--- src/rtl/mem_port_arbiter_pkg.sv ---
// rtl/mem_port_arbiter_pkg.sv - shared types and default widths for the memory port arbiter
package mem_arb_pkg;

    localparam int DEF_AW         = 32;
    localparam int DEF_DW         = 32;
    localparam int DEF_STARVE_MAX = 8;

    typedef enum logic [1:0] {
        IDLE  = 2'd0,
        ISSUE = 2'd1,
        DATA  = 2'd2
    } arb_state_t;

    typedef enum logic {
        OWN_CPU = 1'b0,
        OWN_DBG = 1'b1
    } arb_owner_t;

endpackage

--- src/rtl/mem_port_arbiter_if.sv ---
// rtl/mem_port_arbiter_if.sv - requester and memory-side signal bundle for the memory port arbiter
interface mem_port_arbiter_if #(
    parameter int AW = 32,
    parameter int DW = 32
);
    logic          cpu_req;
    logic          cpu_we;
    logic [AW-1:0] cpu_addr;
    logic [DW-1:0] cpu_wdata;
    logic          cpu_gnt;
    logic          cpu_rvalid;
    logic [DW-1:0] cpu_rdata;
    logic          dbg_req;
    logic [AW-1:0] dbg_addr;
    logic          dbg_gnt;
    logic          dbg_rvalid;
    logic [DW-1:0] dbg_rdata;
    logic [AW-1:0] mem_addr;
    logic          mem_we;
    logic [DW-1:0] mem_wdata;
    logic [DW-1:0] mem_rdata;

    modport slave (
        input  cpu_req, cpu_we, cpu_addr, cpu_wdata, dbg_req, dbg_addr, mem_rdata,
        output cpu_gnt, cpu_rvalid, cpu_rdata, dbg_gnt, dbg_rvalid, dbg_rdata,
               mem_addr, mem_we, mem_wdata
    );

    modport master (
        output cpu_req, cpu_we, cpu_addr, cpu_wdata, dbg_req, dbg_addr, mem_rdata,
        input  cpu_gnt, cpu_rvalid, cpu_rdata, dbg_gnt, dbg_rvalid, dbg_rdata,
               mem_addr, mem_we, mem_wdata
    );

endinterface

--- src/rtl/mem_port_arbiter_prio_pick.sv ---
// rtl/mem_port_arbiter_prio_pick.sv - winner select with optional debug anti-starvation counter (ARB_DBG_STARVE_EN)
module arb_prio_pick
    import mem_arb_pkg::*;
#(
    parameter int STARVE_MAX = DEF_STARVE_MAX
) (
    input  logic       clk,
    input  logic       rst,
    input  logic       arb_en,
    input  logic       cpu_req,
    input  logic       dbg_req,
    output logic       win_valid,
    output arb_owner_t win_owner
);

    localparam logic [7:0] STARVE_LIM = 8'(STARVE_MAX);

`ifdef ARB_DBG_STARVE_EN
    logic [7:0] starve_cnt;
    logic       force_dbg;

    assign force_dbg = dbg_req && (starve_cnt >= STARVE_LIM);

    // CPU has priority unless the debug reader has waited STARVE_MAX CPU wins
    always_comb begin
        win_valid = cpu_req | dbg_req;
        win_owner = OWN_CPU;
        if (force_dbg || (!cpu_req && dbg_req)) begin
            win_owner = OWN_DBG;
        end
    end

    // Count CPU wins taken over a waiting debug request; any dbg win or idle dbg clears it
    always_ff @(posedge clk) begin
        if (rst) begin
            starve_cnt <= 8'd0;
        end else if (arb_en) begin
            if (!dbg_req || win_owner == OWN_DBG) begin
                starve_cnt <= 8'd0;
            end else if (starve_cnt != 8'hFF) begin
                starve_cnt <= starve_cnt + 8'd1;
            end
        end
    end
`else
    logic unused_pick_inputs;

    assign unused_pick_inputs = clk ^ rst ^ arb_en ^ (STARVE_LIM == 8'd0);

    // Strict CPU priority, no memory of past arbitrations
    always_comb begin
        win_valid = cpu_req | dbg_req;
        win_owner = OWN_CPU;
        if (!cpu_req && dbg_req) begin
            win_owner = OWN_DBG;
        end
    end
`endif

endmodule

--- src/rtl/mem_port_arbiter.sv ---
// rtl/mem_port_arbiter.sv - shares one synchronous memory port between CPU and debug reader (guard: ARB_DBG_STARVE_EN)
module mem_port_arbiter
    import mem_arb_pkg::*;
#(
    parameter int AW         = DEF_AW,
    parameter int DW         = DEF_DW,
    parameter int STARVE_MAX = DEF_STARVE_MAX
) (
    input  logic              clk,
    input  logic              rst,
    mem_port_arbiter_if.slave bus,
    output logic              busy
);

    arb_state_t    state_q;
    arb_state_t    state_d;
    arb_owner_t    owner_q;
    logic          we_q;
    logic [AW-1:0] addr_q;
    logic [DW-1:0] wdata_q;
    logic [DW-1:0] cpu_rdata_q;
    logic [DW-1:0] dbg_rdata_q;
    logic [DW-1:0] done_data;
    logic          arb_en;
    logic          win_valid;
    arb_owner_t    win_owner;

    assign arb_en    = (state_q == IDLE);
    assign done_data = we_q ? wdata_q : bus.mem_rdata;

    arb_prio_pick #(
        .STARVE_MAX (STARVE_MAX)
    ) u_pick (
        .clk       (clk),
        .rst       (rst),
        .arb_en    (arb_en),
        .cpu_req   (bus.cpu_req),
        .dbg_req   (bus.dbg_req),
        .win_valid (win_valid),
        .win_owner (win_owner)
    );

    // State register
    always_ff @(posedge clk) begin
        if (rst) begin
            state_q <= IDLE;
        end else begin
            state_q <= state_d;
        end
    end

    // Every access walks IDLE -> ISSUE -> DATA -> IDLE
    always_comb begin
        state_d = state_q;
        case (state_q)
            IDLE:    state_d = win_valid ? ISSUE : IDLE;
            ISSUE:   state_d = DATA;
            DATA:    state_d = IDLE;
            default: state_d = IDLE;
        endcase
    end

    // Capture the winner's request in IDLE; debug requests are always reads
    always_ff @(posedge clk) begin
        if (rst) begin
            owner_q <= OWN_CPU;
            we_q    <= 1'b0;
            addr_q  <= '0;
            wdata_q <= '0;
        end else if (arb_en && win_valid) begin
            owner_q <= win_owner;
            if (win_owner == OWN_CPU) begin
                we_q    <= bus.cpu_we;
                addr_q  <= bus.cpu_addr;
                wdata_q <= bus.cpu_wdata;
            end else begin
                we_q    <= 1'b0;
                addr_q  <= bus.dbg_addr;
                wdata_q <= '0;
            end
        end
    end

    // Hold each requester's last completion data until its next completion
    always_ff @(posedge clk) begin
        if (rst) begin
            cpu_rdata_q <= '0;
            dbg_rdata_q <= '0;
        end else if (state_q == DATA) begin
            if (owner_q == OWN_CPU) begin
                cpu_rdata_q <= done_data;
            end else begin
                dbg_rdata_q <= done_data;
            end
        end
    end

    // Decode handshake pulses and memory strobes from the current state
    always_comb begin
        bus.mem_addr   = addr_q;
        bus.mem_wdata  = wdata_q;
        bus.mem_we     = (state_q == ISSUE) && we_q;
        bus.cpu_gnt    = (state_q == ISSUE) && (owner_q == OWN_CPU);
        bus.dbg_gnt    = (state_q == ISSUE) && (owner_q == OWN_DBG);
        bus.cpu_rvalid = (state_q == DATA) && (owner_q == OWN_CPU);
        bus.dbg_rvalid = (state_q == DATA) && (owner_q == OWN_DBG);
        bus.cpu_rdata  = bus.cpu_rvalid ? done_data : cpu_rdata_q;
        bus.dbg_rdata  = bus.dbg_rvalid ? done_data : dbg_rdata_q;
        busy           = (state_q != IDLE);
    end

endmodule
--- src/flat_wrapper.sv ---
// flat-port wrapper written by rule: the top's interface ports become plain ports
module mem_port_arbiter_flat import mem_arb_pkg::*;
#(
    parameter int AW         = DEF_AW,
    parameter int DW         = DEF_DW,
    parameter int STARVE_MAX = DEF_STARVE_MAX
)
  (clk, rst, busy, bus_cpu_req, bus_cpu_we, bus_cpu_addr, bus_cpu_wdata, bus_dbg_req, bus_dbg_addr, bus_mem_rdata, bus_cpu_gnt, bus_cpu_rvalid, bus_cpu_rdata, bus_dbg_gnt, bus_dbg_rvalid, bus_dbg_rdata, bus_mem_addr, bus_mem_we, bus_mem_wdata);
  mem_port_arbiter_if #(.AW(AW), .DW(DW)) bus_i ();
  input  logic clk;
  input  logic rst;
  output logic busy;
  input wire logic [$bits(bus_i.cpu_req)-1:0] bus_cpu_req;
  input wire logic [$bits(bus_i.cpu_we)-1:0] bus_cpu_we;
  input wire logic [$bits(bus_i.cpu_addr)-1:0] bus_cpu_addr;
  input wire logic [$bits(bus_i.cpu_wdata)-1:0] bus_cpu_wdata;
  input wire logic [$bits(bus_i.dbg_req)-1:0] bus_dbg_req;
  input wire logic [$bits(bus_i.dbg_addr)-1:0] bus_dbg_addr;
  input wire logic [$bits(bus_i.mem_rdata)-1:0] bus_mem_rdata;
  output wire logic [$bits(bus_i.cpu_gnt)-1:0] bus_cpu_gnt;
  output wire logic [$bits(bus_i.cpu_rvalid)-1:0] bus_cpu_rvalid;
  output wire logic [$bits(bus_i.cpu_rdata)-1:0] bus_cpu_rdata;
  output wire logic [$bits(bus_i.dbg_gnt)-1:0] bus_dbg_gnt;
  output wire logic [$bits(bus_i.dbg_rvalid)-1:0] bus_dbg_rvalid;
  output wire logic [$bits(bus_i.dbg_rdata)-1:0] bus_dbg_rdata;
  output wire logic [$bits(bus_i.mem_addr)-1:0] bus_mem_addr;
  output wire logic [$bits(bus_i.mem_we)-1:0] bus_mem_we;
  output wire logic [$bits(bus_i.mem_wdata)-1:0] bus_mem_wdata;
  assign bus_i.cpu_req = bus_cpu_req;
  assign bus_i.cpu_we = bus_cpu_we;
  assign bus_i.cpu_addr = bus_cpu_addr;
  assign bus_i.cpu_wdata = bus_cpu_wdata;
  assign bus_i.dbg_req = bus_dbg_req;
  assign bus_i.dbg_addr = bus_dbg_addr;
  assign bus_i.mem_rdata = bus_mem_rdata;
  assign bus_cpu_gnt = bus_i.cpu_gnt;
  assign bus_cpu_rvalid = bus_i.cpu_rvalid;
  assign bus_cpu_rdata = bus_i.cpu_rdata;
  assign bus_dbg_gnt = bus_i.dbg_gnt;
  assign bus_dbg_rvalid = bus_i.dbg_rvalid;
  assign bus_dbg_rdata = bus_i.dbg_rdata;
  assign bus_mem_addr = bus_i.mem_addr;
  assign bus_mem_we = bus_i.mem_we;
  assign bus_mem_wdata = bus_i.mem_wdata;
  mem_port_arbiter #(.AW(AW), .DW(DW), .STARVE_MAX(STARVE_MAX)) u_core (.clk(clk), .rst(rst), .bus(bus_i), .busy(busy));
endmodule
--- config.mk ---
export PLATFORM = sky130hd
export DESIGN_NAME = mem_port_arbiter_flat
export DESIGN_NICKNAME = d
export VERILOG_FILES = /design/src/rtl/mem_port_arbiter_pkg.sv /design/src/rtl/mem_port_arbiter_if.sv /design/src/rtl/mem_port_arbiter_prio_pick.sv /design/src/rtl/mem_port_arbiter.sv /design/src/flat_wrapper.sv
export SDC_FILE = /design/constraint.sdc
export NUM_CORES = 1
export LEC_CHECK = 0
export CAP_MARGIN = 30
export CORE_MARGIN = 5
export CORE_UTILIZATION = 44
export DETAILED_ROUTE_END_ITERATION = 12
export HOLD_SLACK_MARGIN = 0.02
export PLACE_DENSITY_LB_ADDON = 0.3
export SYNTH_ARGS = -nofsm -noshare
export SYNTH_HDL_FRONTEND = slang
export SYNTH_SLANG_ARGS = --single-unit
--- constraint.sdc ---
create_clock -name clk -period 4.5 [get_ports clk]
set_input_delay 1.125 -clock clk [delete_from_list [all_inputs] [get_ports clk]]
set_output_delay 1.125 -clock clk [all_outputs]
set_load 0.05 [all_outputs]
# == Yosys cells after proc, flatten, opt, wreduce, memory -nomap -nowiden ==
# Cells that the tools add are included.
# op_classes
n_eq_ne,2
n_mux,9
bitwise,2
n_reduce_logical,12
# op_table
op,count
$mux 32,5
$logic_and 1x1->1,7
$pmux 2 s2,1
$reduce_and 2->1,2
$mux 1,3
$eq 2x1->1 const B,1
$eq 2x2->1 const B,1
$logic_not 2->1,1
$reduce_bool 2->1,1
$logic_not 1->1,1
$not 1->1,1
$or 1x1->1,1
# totals
register_bits,132
input_bits,133
output_inout_bits,134
wordCells,32

# == Depth between registers and ports, before layout ==
# depth
depth_word,4
mapped_depth,5
mapped_depth_nobuf,4

# == Cells and area by module ==
# Synthesis repeated with hierarchy kept, for this count alone.
# unflattened
cells_unflattened,603
hier_area_um2,5690.5
# by_module_without_submodules
mod,n_inst,cells_per_inst,area_each_um2
mem_port_arbiter,1,601,5677.9
arb_prio_pick,1,2,12.5

# == Least setup slack after synthesis ==
# No wires, ideal clock.
# synth_timing
path_kind,input port to output port
start,input port bus_mem_rdata[0]
end,output port bus_cpu_rdata[0]
arrival_ns,2.024
t_required_ns,3.375
setup_slack_ns,1.351
path_stages,2
n_path_buf,0
path_cell_list,mux2i_1 > a21oi_1
# synth_via
elab_chain_len,2
# synth_lines
element,line,source
start: declaration,flat_wrapper.sv:19,input wire logic [$bits(bus_i.mem_rdata)-1:0] bus_mem_rdata;
$mux 32,mem_port_arbiter.sv:29,assign done_data = we_q ? wdata_q : bus.mem_rdata;
$mux 32,mem_port_arbiter.sv:107,bus.cpu_rdata = bus.cpu_rvalid ? done_data : cpu_rdata_q;
end: declaration,flat_wrapper.sv:22,output wire logic [$bits(bus_i.cpu_rdata)-1:0] bus_cpu_rdata;
# No other way between the ends.

# == Worst setup path after layout ==
# layout_timing
start,input port bus_mem_rdata[30]
end,output port bus_cpu_rdata[30]
# Same word-level chain as after synthesis.

==> results.cfg <==
[flow_run]
maxCapViolCount = 0

[sta]
period_needed_ps = 3850
rsz0062_at_grt = false
slew_violations = 0
finalHoldViolations = 0
tightest_slew_ps = 828
clock_skew_ps = 4.13
tns_ps = 0
setup_violations = 0
max_slew_margin = 0.448
period_share = 0.854
timing.fmax_mhz = 260

[worst_setup_path]
crit_required_ps = 3380
crit_type = input pin to output port
worstSetupStartpointType = input pin
path_max_fanout = 3
arrival_ps = 2720
cp-end-kind = output port

[clock_tree]
cts_resized = 0
htree_num_levels = 4
cts.sinks = 132
cts_setup_buffers = 0
cts_buffer_depth = 2
path_clk_slew_ps = 50
numCtsBuffers = 17
clockRootBuffer = clkbuf_16
worstSkewPairLatency_ps = 420
cts_hold_buf = 0
cts_tree = yes

[power_and_ir_drop]
leakagePower_uw = 0.00354
vdd_drop_max_mv = 0.254
p_per_area_nw_per_um2 = 396

[worst_hold_path]
min_path_type = flip-flop to flip-flop

[cells_and_area]
antenna_cells = 0
layout-drive-gt1-share = 0.0897
utilization = 0.744
finalNetCount = 1068
synthToLayoutAreaGrowth_pct = 66.8

[floorplan]
die_w_um = 123
die_area_um2 = 15000
fp-row-count = 41
core-area_um2 = 12500
start_util = 0.446
die_h_um = 123
ioPinCount = 267

[synth]
syn_nets = 830
avgSynthCellArea_um2 = 8.01
ys_types = 20
yosysMostFrequentCell = nand2_1
synth_top_area_cell = dfxtp_1
yosysSeqAreaShare = 0.473
ys_top_cells_by_area = dfxtp_1 47%, a21oi_1 12%, nand2_1 11%, mux2i_1 5.7%, a311oi_1 5.0%
ys_top_cells_by_count = 161 x nand2_1, 132 x dfxtp_1, 130 x a21oi_1
synth-seq-cells = 132
synth_warnings = 0
async_flop_share = 0
netlist_area_um2 = 5580
synth-edff-count = 0
synth.top_cell.area_share = 0.473
syn_inst = 697
synthFlopType = dfxtp_1

[placed_design]
gp_congestion = 0.830
port_buffers = 266
post-dp-hpwl_mm = 12.9

[run_status]
status = finished clean

[grt]
overflow = 0
grt_usage = 0.242
grt_pass1_vias = 5676
grt_max_degree = 98
grt_pass1_wl_mm = 28.2
antenna_found_initial = 0

[detailed_routing]
wl_per_cell_um = 16.7
routed_wl_mm = 18.7
antenna_left = 0
drt_iter0_drc = 436
drt_first_pass_iters = 4
drc_errors = 0
vias = 5866
viasPerCell = 5.24
==> worst max-delay path: stages <==
cell and delay, ps:
clkdlybuf4s50_1 450, mux2i_1 90, a21oi_1 190, clkdlybuf4s50_1 860
==> registers in the layout, indices dropped and copies added (netlist names) <==
register and cells:
u_core.we_q 1, u_core.state_q 2, u_core.owner_q 1, u_core.bus.mem_addr 32, u_core.bus.mem_wdata 32, u_core.dbg_rdata_q 32, u_core.cpu_rdata_q 32
==> cell families after synthesis <==
kind of cell	count (synthesis)	share of synthesized area
and+or+nand+nor	241	0.183
AOI/OAI and AO/OA	227	0.239
DFF	132	0.473
buffers and inverters	65	0.0473
muxes	32	0.0574
==> layer usage <==
| metal | track usage | share of wire | up-vias |
|---|---|---|---|
| met5 | 0 | 0 | - |
| met4 | 0.0861 | 0.022 | 0 |
| met3 | 0.0995 | 0.096 | 28 |
| met2 | 0.434 | 0.51 | 216 |
| li1 | - | - | 2909 |
| met1 | 0.255 | 0.37 | 2713 |
==> power by group <==
group	switching [uW]	internal, uW
combinational	565	353
sequential	42.1	1240
clock	494	994
total	1100	2590
==> metrics by stage <==
step | instance area (um^2) | worst slack [ps] | hold WS [ps] | instances | total power, uW
floorplan | 5580 | 1350 | 444 | 697 | 1850
global placement | 8680 | 658 | 450 | 1088 | 2220
detailed placement | 8680 | 662 | 456 | 1088 | 2230
CTS | 9310 | 652 | 463 | 1120 | 3720
global route | 9310 | 584 | 487 | 1120 | 3830
finish | 9310 | 655 | 462 | 1120 | 3690
==> cell type report <==
cell class / count / area (um^2)
fillers: 962 / 3200
clock buffers: 22 / 454
well taps: 172 / 215
flip-flops and latches: 132 / 2640
inverters: 4 / 15.0
multi-input cells: 500 / 2700
clock inverters: 10 / 179
repair buffers: 280 / 3110
==> worst paths after layout <==
check	to	slack, ps	cells after the start	start
worst max register to register	u_core.bus.mem_addr[20]	2520	7	u_core.state_q[0]
worst min register to register	u_core.dbg_rdata_q[30]	460	2	u_core.dbg_rdata_q[30]
worst min-delay path	u_core.dbg_rdata_q[30]	460	2	u_core.dbg_rdata_q[30]
worst max-delay path	bus_cpu_rdata[30]	650	4	bus_mem_rdata[30]
==> placed cells by master (no fill, tap or decap), types with 32 or more instances in the layout <==
cell type        instances
clkdlybuf4s50_1        232
nand2_1                161
dfxtp_1                131
a21oi_1                130
nor2_1                  36
nand2b_1                34
buf_12                  34
o21ai_0                 33
mux2i_1                 32
a211oi_1                32
a311oi_1                32
Note: power is estimated with default switching activity, not from simulation.
